--- src/rtl/urv_writeback_pkg.sv ---
// rtl/urv_writeback_pkg.sv - shared encodings for the uRV writeback stage
package urv_writeback_pkg;

   localparam logic [2:0] LDST_B  = 3'b000;
   localparam logic [2:0] LDST_H  = 3'b001;
   localparam logic [2:0] LDST_L  = 3'b010;
   localparam logic [2:0] LDST_BU = 3'b100;
   localparam logic [2:0] LDST_HU = 3'b101;

   localparam logic [1:0] RD_SOURCE_ALU      = 2'b00;
   localparam logic [1:0] RD_SOURCE_SHIFTER  = 2'b01;
   localparam logic [1:0] RD_SOURCE_MULTIPLY = 2'b10;

   typedef enum logic [1:0] {
      WB_IDLE       = 2'b00,
      WB_LOAD_WAIT  = 2'b01,
      WB_STORE_WAIT = 2'b10
   } wb_state_t;

endpackage

--- src/rtl/urv_load_align.sv ---
// rtl/urv_load_align.sv - extracts and extends a byte/half/word from a load data word
module urv_load_align
   import urv_writeback_pkg::*;
(
   input  logic [2:0]  fun_i,
   input  logic [1:0]  addr_i,
   input  logic [31:0] data_i,
   output logic [31:0] data_o
);

   logic [7:0]  byte_sel;
   logic [15:0] half_sel;

   always_comb begin
      byte_sel = 8'h00;
      case (addr_i)
         2'd0:    byte_sel = data_i[7:0];
         2'd1:    byte_sel = data_i[15:8];
         2'd2:    byte_sel = data_i[23:16];
         default: byte_sel = data_i[31:24];
      endcase
      half_sel = addr_i[1] ? data_i[31:16] : data_i[15:0];
   end

   always_comb begin
      data_o = data_i;
      case (fun_i)
         LDST_B:  data_o = {{24{byte_sel[7]}}, byte_sel};
         LDST_BU: data_o = {24'h000000, byte_sel};
         LDST_H:  data_o = {{16{half_sel[15]}}, half_sel};
         LDST_HU: data_o = {16'h0000, half_sel};
         default: data_o = data_i;
      endcase
   end

endmodule

--- src/rtl/urv_writeback.sv ---
// rtl/urv_writeback.sv - uRV writeback: rd select, memory completion tracking, bypass hold
module urv_writeback
   import urv_writeback_pkg::*;
#(
   parameter int g_mem_timeout = 16,
   parameter int g_with_bypass = 1
) (
   input  logic        clk_i,
   input  logic        rst_i,
   input  logic        w_stall_i,
   output logic        w_stall_req_o,
   input  logic        x_valid_i,
   input  logic [2:0]  x_fun_i,
   input  logic        x_load_i,
   input  logic        x_store_i,
   input  logic [4:0]  x_rd_i,
   input  logic        x_rd_write_i,
   input  logic [31:0] x_rd_value_i,
   input  logic [1:0]  x_rd_source_i,
   input  logic [31:0] x_rd_shifter_i,
   input  logic [31:0] x_rd_multiply_i,
   input  logic [31:0] x_dm_addr_i,
   input  logic        x_ecc_flip_i,
   input  logic [31:0] dm_data_l_i,
   input  logic        dm_load_done_i,
   input  logic        dm_store_done_i,
   output logic [4:0]  rf_rd_o,
   output logic [31:0] rf_rd_value_o,
   output logic        rf_rd_write_o,
   output logic        rf_ecc_flip_o,
   output logic [4:0]  w_bypass_rd_o,
   output logic [31:0] w_bypass_value_o,
   output logic        w_bypass_write_o,
   output logic        w_bus_err_o
);

   localparam int CW = (g_mem_timeout > 1) ? $clog2(g_mem_timeout) : 1;

   wb_state_t      state_q, state_d;
   logic [CW-1:0]  cnt_q, cnt_d;
   logic [4:0]     rd_q, rd_d;
   logic [2:0]     fun_q, fun_d;
   logic [1:0]     addr_q, addr_d;
   logic           ecc_q, ecc_d;
   logic           wr_q, wr_d;

   logic [2:0]     al_fun;
   logic [1:0]     al_addr;
   logic [31:0]    al_data;
   logic [31:0]    exe_value;
   logic           expire;
   logic           wr_en, ecc_en, stall_req, bus_err;
   logic [4:0]     wr_rd;
   logic [31:0]    wr_value;
   logic           unused_addr;

   assign unused_addr = ^x_dm_addr_i[31:2];

   // In the wait states the aligner must use the fields captured at issue time
   assign al_fun  = (state_q == WB_IDLE) ? x_fun_i : fun_q;
   assign al_addr = (state_q == WB_IDLE) ? x_dm_addr_i[1:0] : addr_q;
   assign expire  = (g_mem_timeout != 0) && (cnt_q == CW'(g_mem_timeout - 1));

   urv_load_align u_load_align (
      .fun_i  (al_fun),
      .addr_i (al_addr),
      .data_i (dm_data_l_i),
      .data_o (al_data)
   );

   always_comb begin
      exe_value = x_rd_value_i;
      case (x_rd_source_i)
         RD_SOURCE_SHIFTER:  exe_value = x_rd_shifter_i;
         RD_SOURCE_MULTIPLY: exe_value = x_rd_multiply_i;
         default:            exe_value = x_rd_value_i;
      endcase
   end

   always_comb begin
      state_d   = state_q;
      cnt_d     = cnt_q;
      rd_d      = rd_q;
      fun_d     = fun_q;
      addr_d    = addr_q;
      ecc_d     = ecc_q;
      wr_d      = wr_q;
      wr_en     = 1'b0;
      wr_rd     = x_rd_i;
      wr_value  = exe_value;
      ecc_en    = x_ecc_flip_i;
      stall_req = 1'b0;
      bus_err   = 1'b0;
      case (state_q)
         WB_IDLE: begin
            if (x_valid_i && !w_stall_i) begin
               if (x_load_i) begin
                  wr_value = al_data;
                  if (dm_load_done_i) begin
                     wr_en = x_rd_write_i;
                  end else begin
                     state_d = WB_LOAD_WAIT;
                     cnt_d   = '0;
                     rd_d    = x_rd_i;
                     fun_d   = x_fun_i;
                     addr_d  = x_dm_addr_i[1:0];
                     ecc_d   = x_ecc_flip_i;
                     wr_d    = x_rd_write_i;
                  end
               end else if (x_store_i) begin
                  if (!dm_store_done_i) begin
                     state_d = WB_STORE_WAIT;
                     cnt_d   = '0;
                  end
               end else begin
                  wr_en = x_rd_write_i;
               end
            end
         end
         WB_LOAD_WAIT: begin
            wr_rd    = rd_q;
            wr_value = al_data;
            ecc_en   = ecc_q;
            if (dm_load_done_i) begin
               wr_en   = wr_q;
               state_d = WB_IDLE;
            end else if (expire) begin
               bus_err = 1'b1;
               state_d = WB_IDLE;
            end else begin
               stall_req = 1'b1;
               cnt_d     = cnt_q + CW'(1);
            end
         end
         WB_STORE_WAIT: begin
            if (dm_store_done_i) begin
               state_d = WB_IDLE;
            end else if (expire) begin
               bus_err = 1'b1;
               state_d = WB_IDLE;
            end else begin
               stall_req = 1'b1;
               cnt_d     = cnt_q + CW'(1);
            end
         end
         default: state_d = WB_IDLE;
      endcase
      if (wr_rd == 5'd0) begin
         wr_en = 1'b0;
      end
      if (rst_i) begin
         state_d   = WB_IDLE;
         cnt_d     = '0;
         wr_en     = 1'b0;
         wr_rd     = 5'd0;
         wr_value  = 32'h0;
         stall_req = 1'b0;
         bus_err   = 1'b0;
      end
   end

   always_ff @(posedge clk_i) begin
      if (rst_i) begin
         state_q <= WB_IDLE;
         cnt_q   <= '0;
         rd_q    <= 5'd0;
         fun_q   <= 3'd0;
         addr_q  <= 2'd0;
         ecc_q   <= 1'b0;
         wr_q    <= 1'b0;
      end else begin
         state_q <= state_d;
         cnt_q   <= cnt_d;
         rd_q    <= rd_d;
         fun_q   <= fun_d;
         addr_q  <= addr_d;
         ecc_q   <= ecc_d;
         wr_q    <= wr_d;
      end
   end

   assign rf_rd_o       = wr_rd;
   assign rf_rd_value_o = wr_value;
   assign rf_rd_write_o = wr_en;
   assign rf_ecc_flip_o = ecc_en & wr_en;
   assign w_stall_req_o = stall_req;
   assign w_bus_err_o   = bus_err;

   if (g_with_bypass != 0) begin : g_bypass
      logic [4:0]  byp_rd_q;
      logic [31:0] byp_value_q;
      logic        byp_write_q;

      always_ff @(posedge clk_i) begin
         if (rst_i) begin
            byp_rd_q    <= 5'd0;
            byp_value_q <= 32'h0;
            byp_write_q <= 1'b0;
         end else begin
            byp_write_q <= wr_en;
            if (wr_en) begin
               byp_rd_q    <= wr_rd;
               byp_value_q <= wr_value;
            end
         end
      end

      assign w_bypass_rd_o    = byp_rd_q;
      assign w_bypass_value_o = byp_value_q;
      assign w_bypass_write_o = byp_write_q & ~rst_i;
   end else begin : g_no_bypass
      assign w_bypass_rd_o    = 5'd0;
      assign w_bypass_value_o = 32'h0;
      assign w_bypass_write_o = 1'b0;
   end

endmodule

--- config.mk ---
export PLATFORM = sky130hd
export DESIGN_NAME = urv_writeback
export DESIGN_NICKNAME = d
export VERILOG_FILES = /design/src/rtl/urv_writeback_pkg.sv /design/src/rtl/urv_load_align.sv /design/src/rtl/urv_writeback.sv
export SDC_FILE = /design/constraint.sdc
export NUM_CORES = 1
export LEC_CHECK = 0
export ABC_CLOCK_PERIOD_IN_PS = 4090
export BUFFER_PORTS_ARGS = -buffer_cell sky130_fd_sc_hd__buf_4
export CORE_AREA = 2 2 117 119
export DETAILED_ROUTE_END_ITERATION = 12
export DIE_AREA = 0 0 119 121
export GPL_TIMING_DRIVEN = 0
export RECOVER_POWER = 25
export SYNTH_ARGS = -nofsm -noshare
export SYNTH_HDL_FRONTEND = slang
export SYNTH_HIERARCHICAL = 1
export SYNTH_SLANG_ARGS = --single-unit
--- constraint.sdc ---
create_clock -name clk_i -period 4.09 [get_ports clk_i]
set_input_delay 0.2045 -clock clk_i [delete_from_list [all_inputs] [get_ports clk_i]]
set_output_delay 0.2045 -clock clk_i [all_outputs]
set_load 0.1 [all_outputs]
==> flow_summary.json, run 1 <==
{
  "drt_drc_violations_left": 0,
  "cp_max_fo": 10,
  "drive_above_1_share_pct": 28.73,
  "routedWlPerCell_um": 18.43,
  "final-setup-viol-count": 0,
  "crit_arrival_ns": 3.21,
  "gp_congestion": 0.9119,
  "intPower_mw": 1.240,
  "postSynthAreaPerCell_um2": 7.590,
  "area_growth_pct": 46.36,
  "post-place-cells": 979,
  "yosysMostFrequentCell": "nand2_1",
  "grt_overflow_total": 0,
  "syn_nets": 762,
  "cp-start-kind": "flop",
  "final_nets": 997,
  "yosysTopAreaCell": "dfxtp_1",
  "dp_hpwl_mm": 14.82,
  "finalHoldViolCount": 0,
  "clk_latency_ns": 0.29,
  "cts_buffers": 5,
  "syn-cell-area_um2": 4364,
  "swShare_pct": 38.41,
  "crit_path_start": "state_q[1]$_SDFFE_PP0P_",
  "grtUsageTotal_pct": 24.12,
  "pwr-share-comb_pct": 41.5,
  "slowest_stage": "mux2_2",
  "final.period_utilization_pct": 83.40,
  "slowest_delay_ns": 0.39,
  "antenna_found_initial": 0,
  "critical_path.top_delay_family": "buffers and inverters",
  "first_global_vias": 5193,
  "rsz0062_at_grt": "no",
  "placed_area_um2": 6296,
  "clock_sinks": 56,
  "max_freq_mhz": 293.2,
  "grt_max_degree": 18,
  "synth_edf_count": 0,
  "tightest_slew_ns": 1.219,
  "cts-htree-levels": 2,
  "core_um2": 13090,
  "synthTopCellsByArea": "dfxtp_1, o21ai_0, a22o_1",
  "setup_ws_ns": 0.6788,
  "cts_tree": "yes",
  "ctsResizeCount": 0,
  "slew_violations": 0,
  "seqPwrFrac_pct": 27.7,
  "syn_inst": 575,
  "hold_class": "in2reg",
  "yosysWarnings": 6,
  "grt_pass1_wl_mm": 27.50,
  "power_mw": 2.013,
  "status": "finished clean",
  "start_util_pct": 33.35,
  "cp_cell_sequence": "inv_1, ha_1, buf_2, mux2_2, buf_2, clkinv_1, buf_2, a21oi_1, a311oi_1, a22o_1, buf_4",
  "skew_ns": 0.004135,
  "max_slew_margin_pct": 19.11,
  "fill_cells": 1325,
  "synth_seq_area_share_pct": 25.69,
  "path_class": "reg2out",
  "first_pass_iters": 5,
  "ys_types": 53,
  "clockPowerShare_pct": 30.8,
  "p_leak_nw": 2.711,
  "power_per_cell_area_nw_per_um2": 315.2,
  "cts_hold_buf": 0,
  "root_buffer": "clkbuf_16",
  "setup_tns_ns": 0,
  "die_x_um": 119,
  "cp_common_cell": "buf_2",
  "vias": 5269,
  "critPathCaptureType": "primary output",
  "synth_top_area_share_pct": 25.69,
  "rows": 42,
  "antenna_cells": 0,
  "dieArea_um2": 14400,
  "cap_violations": 0,
  "peakVddDrop_uv": 192.6,
  "chipHeight_um": 121,
  "cts_max_path_buffers": 2,
  "final_util_pct": 48.81,
  "ys_seq_elements": 56,
  "synth_ff_type": "dfxtp_1",
  "layout.cells.non_filler": 987,
  "netSwitchingPower_mw": 0.7731,
  "min_from": "x_rd_write_i",
  "synth_top_cells_by_count": "nand2_1, o21ai_0, dfxtp_1",
  "whs_ns": 0.1634,
  "clkTransAtPathRegs_ns": 0.07,
  "synthArstFlopShare_pct": 0,
  "path_buf_inv": 6,
  "period_needed_ns": 3.411,
  "wirelength_mm": 18.19,
  "r2r_start": "state_q[1]$_SDFFE_PP0P_",
  "dp_slack_ns": 1.026,
  "antenna_left": 0,
  "io_buffers": 228,
  "pin_count": 259,
  "first_iter_violations": 402,
  "required_ns": 3.89,
  "postCtsSetupBuffers": 0,
  "via_per_inst": 5.338,
  "fin_area_um2": 6387
}
placed cells by master, fill, tap and decap left out, types with 2 or more instances in the layout:
cell type  synthesis  final
a311oi_1           7      7
o21ai_0           70     70
mux2_4             2      2
buf_1              3      3
ha_1               7      7
nor2_1            52     52
o221ai_1           3      3
mux2_2             5      5
o21a_1             2      2
a221oi_1           4      4
dfxtp_1           56     56
nand2_1           76     76
inv_1             21     21
o2bb2ai_1          2      2
a22oi_1           32     32
bufinv_16          0      3
clkbuf_1          33     66
nor4_1             2      2
and2_1             2      2
nand2b_1          38     38
a22o_1            33     33
nand4_1            2      2
or4_1              2      2
mux4_1             7      7
nand4b_1           3      3
nor2b_1           12     12
buf_6              6      6
o22ai_1           17     17
a21oi_1           22     22
buf_4              1    196
o221ai_2           4      4
mux2i_1           20     20
clkbuf_16          0      5
buf_2              8      8
worst reg2reg max path, stage by stage, from the launching register on:
cell and delay [ns]:
dfxtp_1 0.33, inv_1 0.10, ha_1 0.17, buf_2 0.24, mux2_2 0.37, buf_6 0.16
mux2_4 0.33, a22oi_4 0.29, buf_6 0.21, o221ai_2 0.13, a22o_1 0.27, nand2_1 0.07
o21ai_0 0.08
worst paths after layout:
kind,end,slack (ns),depth (start not counted)
max,rf_rd_value_o[0],0.68,11
min,wr_q$_SDFFE_PP0P_,0.16,3
max reg2reg,w_bypass_value_o[14]$_SDFFE_PP0P_,1.21,12
min reg2reg,w_bypass_rd_o[0]$_SDFFE_PP0P_,0.47,1
per-layer routing:
metal / share of wire [%] / global-route usage, %
met2: 49 / 42.67
met5: 0 / 0
met3: 6.1 / 3.477
met1: 42 / 30.67
met4: 2.1 / 6.399
final cells by class:
| class | count | area [um^2] | share of cell area, % |
|---|---|---|---|
| Inverter | 23 | 86.33 | 1.352 |
| Timing Repair Buffer | 228 | 1588 | 24.86 |
| Clock buffer | 5 | 125.1 | 1.959 |
| Clock inverter | 3 | 90.09 | 1.410 |
| Buffer | 51 | 250.2 | 3.918 |
| Tap cell | 176 | 220.2 | 3.448 |
| Sequential cell | 56 | 1121 | 17.55 |
| Multi-Input combinational cell | 445 | 2907 | 45.50 |
sequential cells by signal, indices dropped and copies added, names as in the netlist, 2 cells and up:
signal and cells:
addr_q 2, fun_q 3, state_q 2, w_bypass_value_o 32, w_bypass_rd_o 5, cnt_q 4
rd_q 5
power groups by stage:
stage	clock network, mW	logic [mW]	registers [mW]
after floorplan	0	0.519	0.609
after global placement	0	0.829	0.571
after detailed placement	0	0.834	0.571
after CTS	0.627	0.835	0.558
after global routing	0.644	0.878	0.559
final	0.620	0.835	0.558
cell families (layout without fill, tap and decap cells):
kind of cell | after synthesis | count (layout) | synth area share [%]
compound gates | 207 | 207 | 32.60
flops | 56 | 56 | 25.69
buf+inv | 74 | 310 | 7.712
fa+ha+maj | 7 | 7 | 2.007
simple gates | 197 | 197 | 21.22
mux | 34 | 34 | 10.78
No activity file was read; power rests on OpenSTA's default activity.
==> run 2, diff against run 1 <==
--- a/config.mk
+++ b/config.mk
@@ -5,12 +5,13 @@
 export SDC_FILE = /design/constraint.sdc
 export NUM_CORES = 1
 export LEC_CHECK = 0
-export ABC_CLOCK_PERIOD_IN_PS = 4090
+export ABC_CLOCK_PERIOD_IN_PS = 3100
 export BUFFER_PORTS_ARGS = -buffer_cell sky130_fd_sc_hd__buf_4
 export CORE_AREA = 2 2 117 119
 export DETAILED_ROUTE_END_ITERATION = 12
 export DIE_AREA = 0 0 119 121
 export GPL_TIMING_DRIVEN = 0
+export PLACE_DENSITY = 0.66
 export RECOVER_POWER = 25
 export SYNTH_ARGS = -nofsm -noshare
 export SYNTH_HDL_FRONTEND = slang
==> constraint.sdc (replaced) <==
create_clock -name clk_i -period 3.1 [get_ports clk_i]
set_input_delay 0.155 -clock clk_i [delete_from_list [all_inputs] [get_ports clk_i]]
set_output_delay 0.155 -clock clk_i [all_outputs]
set_load 0.1 [all_outputs]
==> flow_summary.json, run 2 (same netlist as run 1, synthesis figures left out) <==
{
  "cp-start-kind": "flop",
  "core_um2": 13090,
  "critPathCaptureType": "primary output",
  "clk_latency_ns": 0.29,
  "grtUsageTotal_pct": 23.72,
  "required_ns": 2.94,
  "clock_sinks": 56,
  "die_x_um": 119,
  "start_util_pct": 33.35,
  "final_nets": 1006,
  "slew_violations": 0,
  "whs_ns": 0.1094,
  "via_per_inst": 5.454,
  "dp_hpwl_mm": 14.81,
  "met1_usage_pct": 29.90,
  "cp_max_fo": 8,
  "final-setup-viol-count": 0,
  "cts_max_path_buffers": 2,
  "antenna_left": 0,
  "p_leak_nw": 2.819,
  "crit_path_start": "state_q[0]$_SDFFE_PP0P_",
  "grt_overflow_total": 0,
  "min_from": "x_ecc_flip_i",
  "root_buffer": "clkbuf_16",
  "final_cell_mix": "buf_4, nand2_1, o21ai_0",
  "status": "finished clean",
  "cts-htree-levels": 2,
  "hold_class": "in2reg",
  "finalHoldViolCount": 0,
  "antenna_found_initial": 0,
  "multi_input_area_um2": 2974,
  "drt_drc_violations_left": 0,
  "rows": 42,
  "seq_area_um2": 1126,
  "setup_tns_ns": 0,
  "clkTransAtPathRegs_ns": 0.07,
  "wirelength_mm": 18.17,
  "max_freq_mhz": 333.3,
  "grt-busiest-layer": "met2",
  "first_pass_iters": 5,
  "period_needed_ns": 3.001,
  "final.period_utilization_pct": 96.80,
  "crit_arrival_ns": 2.85,
  "r2r_start": "state_q[0]$_SDFFE_PP0P_",
  "dieArea_um2": 14400,
  "drive_above_1_share_pct": 31.95,
  "gp_congestion": 0.9372,
  "peakVddDrop_uv": 239.3,
  "grt.met3_usage_pct": 3.289,
  "tightest_slew_ns": 1.231,
  "largest_register_ff_count": 32,
  "final_common_cell": "buf_4",
  "cts_tree": "yes",
  "routedWlPerCell_um": 18.24,
  "area_growth_pct": 52.01,
  "use_met2_pct": 41.81,
  "path_class": "reg2out",
  "cap_violations": 0,
  "pin_count": 259,
  "first_global_vias": 5094,
  "max_slew_margin_pct": 18.30,
  "cts_hold_buf": 0,
  "grt_pass1_wl_mm": 26.96,
  "chipHeight_um": 121,
  "io_buffers": 228,
  "fill_cells": 1334,
  "setup_ws_ns": 0.09932,
  "dp_slack_ns": 0.07597,
  "grt_max_degree": 17,
  "rsz0062_at_grt": "yes",
  "first_iter_violations": 376,
  "antenna_cells": 0,
  "power_mw": 2.582,
  "power_per_cell_area_nw_per_um2": 389.3,
  "skew_ns": 0.006405,
  "cts_buffers": 5,
  "vias": 5432
}
-- run 2: changes by cell type in the layout (fill, tap and decap cells not counted), moves of 3 or more --
cell and delta:
clkbuf_1 -5, buf_6 +19, buf_12 +3, o22ai_2 +3
o22ai_1 -3, clkbuf_2 +5, buf_4 -13
-- run 2: layout make-up --
| cell class | count | share of cell area [%] |
|---|---|---|
| plain buffers | 51 | 4.055 |
| clock buffers | 7 | 2.301 |
| clock inverters | 1 | 0.4527 |
| inverters | 23 | 1.358 |
| multi-input cells | 445 | 44.83 |
| flip-flops and latches | 56 | 16.97 |
| well taps | 176 | 3.320 |
| repair buffers | 237 | 26.71 |
-- run 2: report_power, final --
group / internal (mW) / switching, mW
combinational: 0.407 / 0.758
clock: 0.426 / 0.255
sequential: 0.730 / 0.00715
-- run 2: routing by layer --
metal	share of wire [%]	up-vias
li1	-	2577
met5	0	-
met1	41	2548
met3	6.4	38
met4	2.7	0
met2	50	269
-- run 2: per-stage QoR --
| step | std cells | util, % | instance area, um^2 |
|---|---|---|---|
| after floorplan | 575 | - | 4369 |
| after global placement | 979 | 48.15 | 6301 |
| after detailed placement | 979 | 48.15 | 6301 |
| after global routing | 996 | 50.70 | 6634 |
| final | 996 | 50.70 | 6634 |
| after CTS | 994 | 51.00 | 6674 |
-- run 2: what timing repair did --
item / CTS / global route
buffers inserted: 5 / 2
endpoints found under the hold margin: 0 / 0
resized for setup: 40 / 24
pin swaps: 2 / 3
gates cloned: 2 / 0
endpoints found under the setup margin: 33 / 31
-- run 2: worst paths after layout --
check | end | slack, ns | cells after the start
min | ecc_q$_SDFFE_PP0P_ | 0.11 | 3
min reg2reg | w_bypass_rd_o[0]$_SDFFE_PP0P_ | 0.47 | 1
max reg2reg | w_bypass_value_o[14]$_SDFFE_PP0P_ | 0.35 | 13
max | rf_rd_value_o[8] | 0.1 | 11
-- run 2: worst max-delay path, stage by stage, from the launching register on --
cell	delay, ns
dfxtp_4	0.37
inv_4	0.05
ha_4	0.15
buf_6	0.13
mux2_4	0.30
buf_8	0.13
mux2_4	0.31
a22oi_4	0.33
buf_6	0.18
o221ai_2	0.12
a22o_4	0.31
buf_12	0.17
==> run 3, diff against run 2 <==
==> constraint.sdc (replaced) <==
create_clock -name clk_i -period 3.1 [get_ports clk_i]
set_input_delay 0.62 -clock clk_i [delete_from_list [all_inputs] [get_ports clk_i]]
set_output_delay 0.62 -clock clk_i [all_outputs]
set_load 0.1 [all_outputs]
==> flow_summary.json, run 3 (same netlist as run 1, synthesis figures left out) <==
{
  "status": "finished with violations",
  "violations": "setup timing",
  "grt_overflow_total": 0,
  "cp-start-kind": "flop",
  "multi_input_area_um2": 3258,
  "crit_arrival_ns": 2.74,
  "path_class": "reg2out",
  "chipHeight_um": 121,
  "fill_cells": 1197,
  "cap_violations": 0,
  "setup_ws_ns": -0.2639,
  "max_slew_margin_pct": 18.83,
  "whs_ns": 0.4721,
  "clk_latency_ns": 0.30,
  "routedWlPerCell_um": 19.05,
  "final_nets": 1030,
  "rows": 42,
  "io_buffers": 228,
  "cts-htree-levels": 2,
  "required_ns": 2.48,
  "cts_tree": "yes",
  "largest_register_ff_count": 32,
  "critPathCaptureType": "primary output",
  "vias": 5557,
  "antenna_found_initial": 0,
  "tightest_slew_ns": 1.223,
  "skew_ns": 0.007841,
  "pin_count": 259,
  "antenna_left": 0,
  "final_cell_mix": "buf_4, nand2_1, o21ai_0",
  "final-setup-viol-count": 30,
  "first_global_vias": 5322,
  "p_leak_nw": 3.151,
  "crit_path_start": "state_q[1]$_SDFFE_PP0P_",
  "die_x_um": 119,
  "dp_slack_ns": -0.3637,
  "first_pass_iters": 5,
  "clkTransAtPathRegs_ns": 0.07,
  "power_per_cell_area_nw_per_um2": 363.2,
  "hold_class": "reg2reg",
  "core_um2": 13090,
  "cts_max_path_buffers": 2,
  "dieArea_um2": 14400,
  "finalHoldViolCount": 0,
  "drive_above_1_share_pct": 43.25,
  "cts_buffers": 5,
  "area_growth_pct": 71.59,
  "start_util_pct": 33.35,
  "period_needed_ns": 3.364,
  "r2r_start": "state_q[1]$_SDFFE_PP0P_",
  "crit_path_end": "rf_rd_value_o[19]",
  "r2r_cells": 12,
  "drt_drc_violations_left": 0,
  "final.period_utilization_pct": 108.5,
  "slew_violations": 0,
  "clock_sinks": 56,
  "r2r-end": "w_bypass_value_o[10]$_SDFFE_PP0P_",
  "max_freq_mhz": 297.3,
  "wirelength_mm": 19.43,
  "grtUsageTotal_pct": 25.09,
  "dp_hpwl_mm": 14.69,
  "peakVddDrop_uv": 230.3,
  "seq_area_um2": 1124,
  "final_common_cell": "buf_4",
  "rrSetupSlack_ns": 0.47,
  "via_per_inst": 5.448,
  "root_buffer": "clkbuf_16",
  "grt_max_degree": 17,
  "antenna_cells": 0,
  "cp_max_fo": 10,
  "first_iter_violations": 557,
  "gp_congestion": 0.9322,
  "grt_pass1_wl_mm": 28.76,
  "rsz0062_at_grt": "yes"
}
-- run 3: area by class of cell --
type	instances	area share [%]
Clock inverter	2	0.1337
Multi-Input combinational cell	445	43.51
Sequential cell	56	15.00
Inverter	23	1.220
Timing Repair Buffer	264	31.55
Buffer	48	3.793
Tap cell	176	2.941
Clock buffer	6	1.855
-- run 3: worst min path at each step --
| stage | from | end | slack [ns] | cells past startpoint |
|---|---|---|---|---|
| CTS | w_bypass_value_o[30]$_SDFFE_PP0P_ | w_bypass_value_o[30]$_SDFFE_PP0P_ | 0.48 | 2 |
| global placement | w_bypass_rd_o[0]$_SDFFE_PP0P_ | w_bypass_rd_o[0]$_SDFFE_PP0P_ | 0.45 | 1 |
| global route | w_bypass_value_o[15]$_SDFFE_PP0P_ | w_bypass_value_o[15]$_SDFFE_PP0P_ | 0.50 | 2 |
| finish | w_bypass_value_o[6]$_SDFFE_PP0P_ | w_bypass_value_o[6]$_SDFFE_PP0P_ | 0.47 | 2 |
| detailed placement | w_bypass_rd_o[0]$_SDFFE_PP0P_ | w_bypass_rd_o[0]$_SDFFE_PP0P_ | 0.46 | 1 |
| floorplan | addr_q[0]$_SDFFE_PP0P_ | addr_q[0]$_SDFFE_PP0P_ | 0.46 | 2 |
-- run 3: where the power goes --
group / switching [mW] / internal (mW) / leakage (nW)
combinational: 0.833 / 0.569 / 2.62
sequential: 0.00669 / 0.730 / 0.453
clock: 0.261 / 0.319 / 0.0766
-- run 3: what timing repair did --
item	in CTS	in global routing
buffers inserted	15	19
gates cloned	2	0
hold buffers	0	0
endpoints found under the setup margin	33	34
pin swaps	19	25
resized for setup	149	68
-- run 3: critical path, cell delays in order, from the launching register on --
cell	delay, ns
dfxtp_2	0.33
inv_2	0.09
ha_4	0.20
mux2_4	0.36
buf_8	0.15
mux2i_1	0.14
o31a_2	0.42
buf_6	0.17
o22ai_1	0.18
a22o_2	0.22
buf_12	0.18
-- run 3: layer usage --
metal | vias up | wire length (um) | global-route usage, %
met5 | - | 0 | 0
met4 | 0 | 660 | 8.482
met3 | 48 | 1249 | 3.571
met1 | 2604 | 7802 | 31.62
li1 | 2614 | - | -
met2 | 291 | 9722 | 43.89
-- run 3: per-stage QoR --
| stage | total power [mW] | util [%] | cell area (um^2) | instances | TNS, ns |
|---|---|---|---|---|---|
| floorplan | 1.499 | - | 4409 | 575 | 0 |
| global route | 2.812 | 57.23 | 7488 | 1020 | -6.817 |
| detailed placement | 1.859 | 48.46 | 6341 | 979 | -10.74 |
| CTS | 2.611 | 55.00 | 7197 | 1004 | -7.954 |
| global placement | 1.847 | 48.46 | 6341 | 979 | -10.35 |
| finish | 2.720 | 57.23 | 7488 | 1020 | -5.276 |
